$ cat src/rtl/bus_grant_scheduler.sv
// Round-robin owner selection for a shared tri-state bus, with a one-cycle turnaround between owners.
// Define ARB_TIMEOUT_EN to compile a hold timer that revokes a grant after TIMEOUT_CYCLES cycles.
module bus_grant_scheduler #(
   parameter int TIMEOUT_CYCLES = 16
) (
   input  logic       clk,
   input  logic       rst,
   input  logic [7:0] req,
   input  logic [7:0] done,
   output logic [2:0] sel,
   output logic       en_n,
   output logic [7:0] grant,
   output logic       busy,
   output logic       timeout
);

   typedef enum logic [1:0] {IDLE, GRANT, TURN} state_t;

   state_t     state;
   logic [2:0] last_owner;
   logic [3:0] pick;
   logic       release_bus;

   // Returns {found, index}. The search begins one past the last owner. It is
   // walked in reverse so that the closest requester is written last and wins.
   function automatic logic [3:0] rr_pick(input logic [7:0] r, input logic [2:0] last);
      logic [2:0] idx;
      rr_pick = 4'd0;
      for (int i = 8; i >= 1; i--) begin
         idx = last + 3'(i);
         if (r[idx]) rr_pick = {1'b1, idx};
      end
   endfunction

   assign pick        = rr_pick(req, last_owner);
   assign release_bus = done[sel] | ~req[sel];

`ifdef ARB_TIMEOUT_EN
   localparam int TW = $clog2(TIMEOUT_CYCLES) + 1;
   logic [TW-1:0] timer;
`else
   logic unused_timeout_cfg;
   assign unused_timeout_cfg = ^TIMEOUT_CYCLES;
`endif

   always_ff @(posedge clk) begin
      if (rst) begin
         state      <= IDLE;
         sel        <= 3'd0;
         en_n       <= 1'b1;
         grant      <= 8'h00;
         busy       <= 1'b0;
         timeout    <= 1'b0;
         last_owner <= 3'd7;
`ifdef ARB_TIMEOUT_EN
         timer      <= '0;
`endif
      end else begin
         timeout <= 1'b0;
         case (state)
            IDLE, TURN: begin
               if (pick[3]) begin
                  state      <= GRANT;
                  sel        <= pick[2:0];
                  last_owner <= pick[2:0];
                  en_n       <= 1'b0;
                  grant      <= 8'b1 << pick[2:0];
                  busy       <= 1'b1;
`ifdef ARB_TIMEOUT_EN
                  timer      <= '0;
`endif
               end else begin
                  state <= IDLE;
                  busy  <= 1'b0;
               end
            end
            GRANT: begin
               if (release_bus) begin
                  state <= TURN;
                  en_n  <= 1'b1;
                  grant <= 8'h00;
               end
`ifdef ARB_TIMEOUT_EN
               else if (timer == TW'(TIMEOUT_CYCLES - 1)) begin
                  state   <= TURN;
                  en_n    <= 1'b1;
                  grant   <= 8'h00;
                  timeout <= 1'b1;
               end else begin
                  timer <= timer + 1'b1;
               end
`endif
            end
            default: begin
               state <= IDLE;
               en_n  <= 1'b1;
               grant <= 8'h00;
               busy  <= 1'b0;
            end
         endcase
      end
   end

endmodule
$ cat config.mk
export PLATFORM = sky130hd
export DESIGN_NAME = bus_grant_scheduler
export DESIGN_NICKNAME = d
export VERILOG_FILES = /design/src/rtl/bus_grant_scheduler.sv
export SDC_FILE = /design/constraint.sdc
export NUM_CORES = 1
export LEC_CHECK = 0
export ABC_AREA = 1
export CORE_MARGIN = 2
export CORE_UTILIZATION = 52
export DETAILED_ROUTE_END_ITERATION = 8
export GPL_ROUTABILITY_DRIVEN = 0
export PLACE_DENSITY = 0.81
export SLEW_MARGIN = 40
export SYNTH_ARGS = -nofsm -noshare
export SYNTH_HDL_FRONTEND = slang
export SYNTH_SLANG_ARGS = --single-unit
$ cat constraint.sdc
create_clock -name clk -period 3.4 [get_ports clk]
set_clock_uncertainty 0.15 [all_clocks]
set_input_delay 0.51 -clock clk [delete_from_list [all_inputs] [get_ports clk]]
set_output_delay 0.51 -clock clk [all_outputs]
set_load 0.05 [all_outputs]
[After elaboration in Yosys (flattened, before gate mapping)]
Index checks and enable logic that the tools add are counted.
Word-level totals
  word-level logic and storage cells: 72
  register bits after elaboration: 18
  input bits: 18
Cells by class
  add/sub/neg operators: 7
  reduce and logical (&&, ||, !) cells: 4
  order comparisons: 9
  eq/ne operators: 4
  multiplexer cells: 39
  shift-type cells: 1
  bitwise operators: 2
Operator list (number)
  $lt A3 B4 Y1 const B: 9
  $mux W4: 8
  $bmux W1 S3: 10
  $mux W8: 2
  $pmux W8 S2: 1
  $mux W1: 14
  $add A3 B3 Y3 const B: 4
  $shl A1 B3 Y8 const A: 1
  $add A3 B2 Y3 const B: 2
  $ne A2 B2 Y1 const B: 2
  $pmux W1 S2: 2
  $pmux W2 S2: 1
  $reduce_and A2 Y1: 2
  $add A3 B1 Y3 const B: 1
  $eq A2 B1 Y1 const B: 1
  $eq A2 B2 Y1 const B: 1
  $logic_not A2 Y1: 1
  $mux W2: 1
  $reduce_or A2 Y1: 1
  $not A1 Y1: 1
  $or A1 B1 Y1: 1

[Longest topological paths before layout]
  depth after elaboration: 13
  gate-level depth with buffers: 21
  depth with buffers taken out: 19

[Least setup slack after synthesis]
Ideal clock, no wire load.
  path type: register to register
  start point: register last_owner[0]
  end point: register last_owner[1]
  slack: 0.958 ns
  arrival: 2.166 ns
  clock period less this slack: 2.442 ns
  library setup time: 0.127 ns
  stages on the path, launching flop included: 19
  cell sequence: dfxtp_1 > buf_6 > inv_6 > buf_12 > ha_1 > inv_1 > nand3_1 > nand3_1 > nand2_2 > a21oi_1 > nand3_1 > nand2_1 > nand2_1 > nand2_1 > nand2_2 > nand2_4 > nand2_4 > nand2_2 > o211ai_1
On the way
  cells in the longest elaborated chain, start to end: 11
RTL lines
  start: declaration: line 20  | logic [2:0] last_owner;
  start signal: assignment: line 65  | last_owner <= pick[2:0];
  $add A3 B3 Y3 or $bmux W1 S3 (tied branches): line 30, 31
  $bmux W1 S3 or $mux W1 (tied branches): line 31  | if (r[idx]) rr_pick = {1'b1, idx};
  $mux W1 (implied by the code) or $mux W4 (tied branches): line 31
  $mux W4 (6 in a row): line 31
  $mux W4 (*): line 31
  $reduce_and A2 Y1 (no line)
Every way passes the cells marked *; elsewhere a longest branch is shown, timed or not. The select of a mux whose other input is x is not followed.
A chain may end at the register's enable or synchronous reset.

[Worst setup path in the final report]
  start point: register last_owner[0]
  end point: register grant[3]
On the way
  cells in the longest elaborated chain, start to end: 13
RTL lines
  $add A3 B3 Y3 or $bmux W1 S3 (tied branches): line 30, 31
  $bmux W1 S3 or $mux W1 (tied branches): line 31
  $mux W1 (implied by the code) or $mux W4 (tied branches): line 31
  $mux W4 (6 in a row): line 31
  $mux W4 (*): line 31
  $shl A1 B3 Y8: line 67  | grant <= 8'b1 << pick[2:0];
  $mux W8: line 62  | if (pick[3]) begin
  $pmux W8 S2: line 60  | case (state)
  end signal: assignment: line 67
  end: declaration: line 12  | output logic [7:0] grant,
Marks and branches as above.

==> results_tabular.tex <==
\begin{tabular}{lr}
\hline
Metric & Value \\
\hline
\multicolumn{2}{l}{\textbf{Drt}} \\
Final routed wirelength across all metal layers & 3.681 mm \\
DRC violation count after routing & 0 \\
Via count & 1603 \\
Final routed wire length divided by cell count & 12.35 um \\
Detailed Route Iter0 Violations & 57 \\
First drt pass iteration count & 4 \\
Vias per cell & 5.379 \\
Detail Route Antenna Nets & 0 \\
\multicolumn{2}{l}{\textbf{Timing}} \\
Actual slew at the worst max-slew pin & 0.5159 ns \\
Total of endpoints with negative setup slack in the final report & 0 \\
Timing-limited maximum frequency & 352.6 MHz \\
Max-slew violation total from the final report & 0 \\
Headroom to the max-slew limit & 65.50\% \\
Clock period minus final worst setup slack & 2.836 ns \\
Period utilisation layout & 83.42\% \\
Final Hold Vio Count & 0 \\
Setup repair after global routing missed its margin & no \\
Post-route setup TNS & 0 ns \\
\multicolumn{2}{l}{\textbf{Die}} \\
Number of placed I/O pins & 32 \\
Core footprint & 0.002978 sq mm \\
Initial standard-cell utilization of the core & 53.19\% \\
Area of the die & 0.003503 sq mm \\
Die H & 59.19 um \\
FP Rows & 20 \\
Chip Width & 59.19 um \\
\multicolumn{2}{l}{\textbf{Global route}} \\
GRT Util Overall & 22.27\% \\
Pin count of the biggest net entering global routing & 16 \\
Sum of overflow across all layers after global routing & 0 \\
Met1 capacity usage during global routing & 32.03\% \\
Vias in the first global route & 1453 \\
M2 GR Usage & 35.64\% \\
Busiest grt layer & met2 \\
Global-route met3 utilization & 2.183\% \\
Global-route wire length before repair & 6.141 mm \\
Number of antenna violations at the first check in global routing & 0 \\
\multicolumn{2}{l}{\textbf{Placed design}} \\
Detailed Place HPWL & 3.048 mm \\
IO buf count & 30 \\
Cell count after placement & 294 \\
\multicolumn{2}{l}{\textbf{Job}} \\
Max Cap Viol & 0 \\
\multicolumn{2}{l}{\textbf{Clock network}} \\
Clock tree from TritonCTS & built \\
Number of clock sinks seen by CTS & 18 \\
Postcts setup bufs & 0 \\
Inserted Clock Buffers & 3 \\
Clock Path Buffers & 2 \\
Clock transition time at the flip-flop clock pins of the worst setup and hold paths & 0.10 ns \\
Post-cts resize count & 0 \\
Cts hold-fix bufs & 0 \\
Clock Latency Late Sink & 0.29 ns \\
H-tree lvl count & 1 \\
Root buffer selected by CTS & sky130\_fd\_sc\_hd\_\_clkbuf\_4 \\
\multicolumn{2}{l}{\textbf{Synthesis}} \\
Proportion of register bits with asynchronous set or reset after synthesis & 0\% \\
Synthesized flop and latch total & 18 \\
Top cells by area in the synthesized netlist & sky130\_fd\_sc\_hd\_\_dfxtp\_1 23\%, sky130\_fd\_sc\_hd\_\_nand2\_1 18\%, sky130\_fd\_sc\_hd\_\_nand3\_1 10\% \\
Yosys warning count & 0 \\
Number of enable-type register cells in the synthesized netlist & 0 \\
Area of the mapped netlist & 0.001584 sq mm \\
Most common library cells after synthesis & 77 x sky130\_fd\_sc\_hd\_\_nand2\_1, 32 x sky130\_fd\_sc\_hd\_\_nand3\_1, 20 x sky130\_fd\_sc\_hd\_\_inv\_1 \\
Synthesized area divided by synthesized cell count & 6.712 sq um \\
Fraction of the yosys area taken by sequential cells & 22.75\% \\
Unique cell type count in the Yosys netlist & 34 \\
Dominant register cell in the synthesized netlist & sky130\_fd\_sc\_hd\_\_dfxtp\_1 \\
Area leader, netlist & sky130\_fd\_sc\_hd\_\_dfxtp\_1 \\
Post-Syn Nets & 256 \\
Mapped Cells & 236 \\
Share of Yosys cell area claimed by the top area cell type & 22.75\% \\
Count leader, synth & sky130\_fd\_sc\_hd\_\_nand2\_1 \\
\multicolumn{2}{l}{\textbf{Worst setup path}} \\
Crit path largest cell delay & 0.59 ns \\
Most used cell along the critical path & sky130\_fd\_sc\_hd\_\_nand2\_1 \\
Kind of launch point of the worst setup path & flip-flop \\
Worst setup path class & reg2reg \\
Critical path data arrival time & 2.92 ns \\
Setup crit end kind & flip-flop \\
Cell type of the slowest stage on the worst timing path & sky130\_fd\_sc\_hd\_\_dfxtp\_1 \\
Worst flop-to-flop path startpoint & last\_owner[0] \\
Cells traversed along the worst timing path & inv\_6 -> ha\_1 -> inv\_1 -> nand3\_1 -> nand3\_1 -> nand2\_1 -> inv\_1 -> nand2\_1 -> nand2\_1 -> nand2\_1 -> nand2\_1 -> nand2\_1 -> a21oi\_2 -> nand3\_1 -> a21oi\_2 \\
Required time worst endpoint & 3.48 ns \\
Worst reg-to-reg path cell count & 15 \\
Crit path max fanout & 13 \\
FF-to-FF End & grant[3] \\
Worst-case register-to-register setup slack & 0.56 ns \\
\multicolumn{2}{l}{\textbf{Cells and area}} \\
Share of layout cells above drive strength 1 & 16.98\% \\
P\&R area growth vs syn & 20.85\% \\
Cell Count, Final, Fillers Out & 298 \\
Number of nets in the layout & 286 \\
Share of the core filled with cells in the final layout & 64.29\% \\
Diodes inserted & 0 \\
\multicolumn{2}{l}{\textbf{Hold path}} \\
Hold Path Origin & state[1] \\
Worst hold endpoint & state[1] \\
Class of the tightest hold or removal check & reg2reg \\
Number of cells traversed by the worst hold path & 1 \\
\multicolumn{2}{l}{\textbf{Status}} \\
Outcome & finished, final reports clean \\
\hline
\end{tabular}
==> worst max-delay path, delay by kind of cell (launching register included) <==
kind	cells	cell delay, ns
and+or+nand+nor	9	0.79
DFF	1	0.59
buffers and inverters	3	0.43
adders and majority gates	1	0.40
AOI/OAI and AO/OA	2	0.42
==> through the flow <==
stage / hold WS [ns] / area, sq um / worst slack (ns)
floorplan: 0.2479 / 1584 / 0.9579
global placement: 0.2618 / 1878 / 0.6880
detailed placement: 0.2656 / 1878 / 0.5918
CTS: 0.2817 / 1914 / 0.5681
global route: 0.3037 / 1914 / 0.2968
finish: 0.2793 / 1914 / 0.5639
==> cell type report <==
cell class	count	area, sq um
Sequential cell	18	360.3
Clock buffer	4	36.28
Tap cell	33	41.29
Multi-Input combinational cell	187	1065
Timing Repair Buffer	31	307.8
Inverter	25	103.9
Fill cell	284	1064
==> state kept, by name, summed over array words and instances, names as in the netlist <==
name,flops
en_n,1
sel,3
grant,8
state,2
busy,1
last_owner,3
==> cell usage in the layout, fill, tap and decap left out, drive strengths merged <==
master	instances
a21oi	19
a22oi	1
buf	1
clkbuf	4
clkdlybuf4s50	30
clkinv	1
conb	1
dfxtp	18
ha	2
inv	24
nand2	94
nand3	42
nand3b	1
nand4	5
nor2	10
nor4	1
o211ai	3
o21ai	4
o221ai	3
xor2	1
==> cell families after synthesis <==
logic type / after synthesis / share of synthesized area (%)
AND/OR/NAND/NOR: 153 / 52.84
buffers and inverters: 31 / 10.03
other: 1 / 0.2367
XOR/XNOR: 1 / 0.5530
AO/OA/AOI/OAI: 30 / 12.01
adder cells (fa/ha/maj): 2 / 1.580
flip-flops: 18 / 22.75
==> worst max-delay path by stage <==
stage	start	end	depth (start not counted)
5_1_grt	last_owner[0]	grant[1]	16
6_report	last_owner[0]	grant[3]	15
3_3_place_gp	req[7]	grant[2]	16
4_1_cts	last_owner[0]	grant[0]	15
3_5_place_dp	last_owner[0]	grant[0]	15
2_1_floorplan	last_owner[0]	last_owner[1]	18
==> metal layers <==
metal  wire length [um]  part of all wire [%]
met5                  0                     0
met4                 24                  0.65
met3                144                   3.9
met2               1694                    46
met1               1817                    49
Power is not shown: default switching activity piles up to over one toggle a cycle in this logic, so the estimate is an artifact.
==> variant: new RTL, same flow settings <==
Reset style: asynchronous (`rst`), changed in one clocked block.
--- a/src/rtl/bus_grant_scheduler.sv
+++ b/src/rtl/bus_grant_scheduler.sv
@@ -43,7 +43,7 @@
    assign unused_timeout_cfg = ^TIMEOUT_CYCLES;
 `endif
 
-   always_ff @(posedge clk) begin
+   always_ff @(posedge clk or posedge rst) begin
       if (rst) begin
          state      <= IDLE;
          sel        <= 3'd0;
Formal check against the unedited RTL: differs if rst is asserted again (counterexample within 4 cycles, from zero or initial values and one cycle with rst high); with rst held inactive, the same outputs for 10 cycles.
==> variant against the unedited design <==
Synthesized area is 5.8% lower; via count fell by 3.3%; sequential share of layout area is 6.1 points higher; routed wire length up 3.1%; design area fell by 4.4%; sequential cell count did not move; non-clock buffer count fell by 1; worst setup slack better by 0.083 ns; utilization increased by 2.7 points; worst hold slack better by 0.017 ns; count of clock-buffer cells in the layout unchanged; highest routed layer unchanged.
Power is not shown: default switching activity piles up to over one toggle a cycle in this logic, so the estimate is an artifact.
==> variant: results (changes against the unedited design) <==
run_status:
  outcome: "finished clean"  # unchanged
placed_design:
  dp.cells: 281  # was 294
  detailed_place_hpwl_um: 3060  # was 3050 um
  numPortBuffers: 30  # unchanged
  dpl_cell_area_um2: 1790  # was 1880 um^2
  pre_cts_ws_ns: 0.730  # was 0.592 ns
cts:
  cts_buffers: 3  # unchanged
  clk_pin_slew_ns: 0.10  # about the same
  cts_resized: 0  # unchanged
  cts-root-buf: "clkbuf_4"  # unchanged
  cts.path.max_buffers: 2  # unchanged
  insertion_delay_ns: 0.31  # was 0.29 ns
  htreeDepth: 1  # unchanged
  cts_setup_buffers: 0  # unchanged
logic_synthesis:
  seq_area_frac_synth_pct: 30.5  # was 22.7%
  async_flop_share_pct: 100  # was 0%
  ys.warnings.count: 0  # unchanged
  yosys-top-cells-count: "81 x nand2_1, 36 x nand3_1, 14 x dfrtp_1"  # was 77 x nand2_1, 32 x nand3_1, 20 x inv_1
  synth.distinct_cells: 26  # was 34
  ys.flop_type: "dfrtp_1"  # was dfxtp_1
  synthTopCellsByArea: "dfrtp_1 23%, nand2_1 20%, nand3_1 12%, dfstp_2 7.0%, nand3_2 4.7%"  # was dfxtp_1 23%, nand2_1 18%, nand3_1 10%, nand2_4 7.1%, nand3_2 5.7%
  syn_area_per_cell_um2: 6.66  # was 6.71 um^2
  syn-num-nets: 244  # was 256
setup_path:
  rrSetupSlack_ns: 0.65  # was 0.56 ns
  reg2reg_depth: 13  # was 15
  critPathSlowestCell: "dfstp_2"  # was dfxtp_1
  critPathMaxFanout: 12  # was 13
  slowest_delay_ns: 0.67  # was 0.59 ns
  crit_path_end: "grant[5]"  # was grant[3]
  crit_family: "simple AND/OR/NAND/NOR gates"  # unchanged
  setup.worst_path.start: "last_owner[0]"  # unchanged
  cp.arrival_ns: 2.85  # was 2.92 ns
detailed_routing:
  drt-total-wl_um: 3790  # was 3680 um
  dr.pass1.iters: 4  # unchanged
  drtIter0Drc: 116  # was 57
  vias: 1550  # was 1603
cells_and_area:
  finalNonFillerCells: 285  # was 298
  reg_top3: "grant x8, last_owner x3, sel x3"  # unchanged
  diodes: 0  # unchanged
  drive_above_1_share_pct: 18.5  # was 17.0%
timing:
  relSlewSlack_pct: 56.4  # was 65.5%
  fmax_ghz: 0.363  # was 0.353 GHz
  finalSetupViolations: 0  # unchanged
global_route:
  grt_use_total_pct: 24.7  # was 22.3%
  grt_max_degree: 19  # was 16
  antenna_found_initial: 0  # unchanged
  grt_pass1_vias: 1406  # was 1453
  grt_pass1_wl_um: 6280  # was 6140 um
hold_path:
  hold_path.class: "reg -> reg"  # unchanged
[variant: final cells by class]
class | count | area [um^2]
clock buffers | 4 | 36.3
inverters | 27 | 106
fillers | 247 | 903
flip-flops and latches | 18 | 455
repair buffers | 30 | 300
well taps | 31 | 38.8
multi-input cells | 175 | 893
[variant: worst reg2reg max path: stages, from the launching register on]
cell and delay [ns]:
dfstp_2 0.67, inv_4 0.13, ha_1 0.41, inv_2 0.14, nand3_1 0.15, nand3_1 0.16, nand2_2 0.11, inv_2 0.07
nand2_1 0.04, nor2_1 0.12, nand3_2 0.13, o21ai_4 0.25, nand2_1 0.08, nand2_1 0.09
[variant: cells by family (layout without fill, tap and decap cells)]
| group | count (synthesis) | count (layout) | synth area share (%) |
|---|---|---|---|
| and+or+nand+nor | 150 | 150 | 47.3 |
| buffers and inverters | 31 | 61 | 9.64 |
| AOI/OAI and AO/OA | 19 | 19 | 8.89 |
| DFF | 18 | 18 | 30.5 |
| xor gates and xnor gates | 3 | 3 | 1.76 |
| adders and majority gates | 2 | 2 | 1.68 |
| other | 1 | 1 | 0.251 |
[variant: layer usage]
| metal | up-vias | global-route usage [%] | share of wire (%) |
|---|---|---|---|
| li1 | 782 | - | - |
| met1 | 691 | 33.0 | 45 |
| met2 | 60 | 37.2 | 46 |
| met3 | 17 | 2.49 | 4.8 |
| met4 | 0 | 17.6 | 4.1 |
| met5 | - | 0 | 0 |
[variant: how the worst min path moves through the flow]
stage	startpoint	to	slack, ns	depth (start not counted)
after floorplan	state[1]	state[1]	0.26	1
final	state[1]	state[1]	0.30	1
after detailed placement	state[1]	state[1]	0.28	1
after CTS	state[1]	state[1]	0.30	1
after global routing	state[1]	state[1]	0.30	1
after global placement	state[1]	state[1]	0.27	1
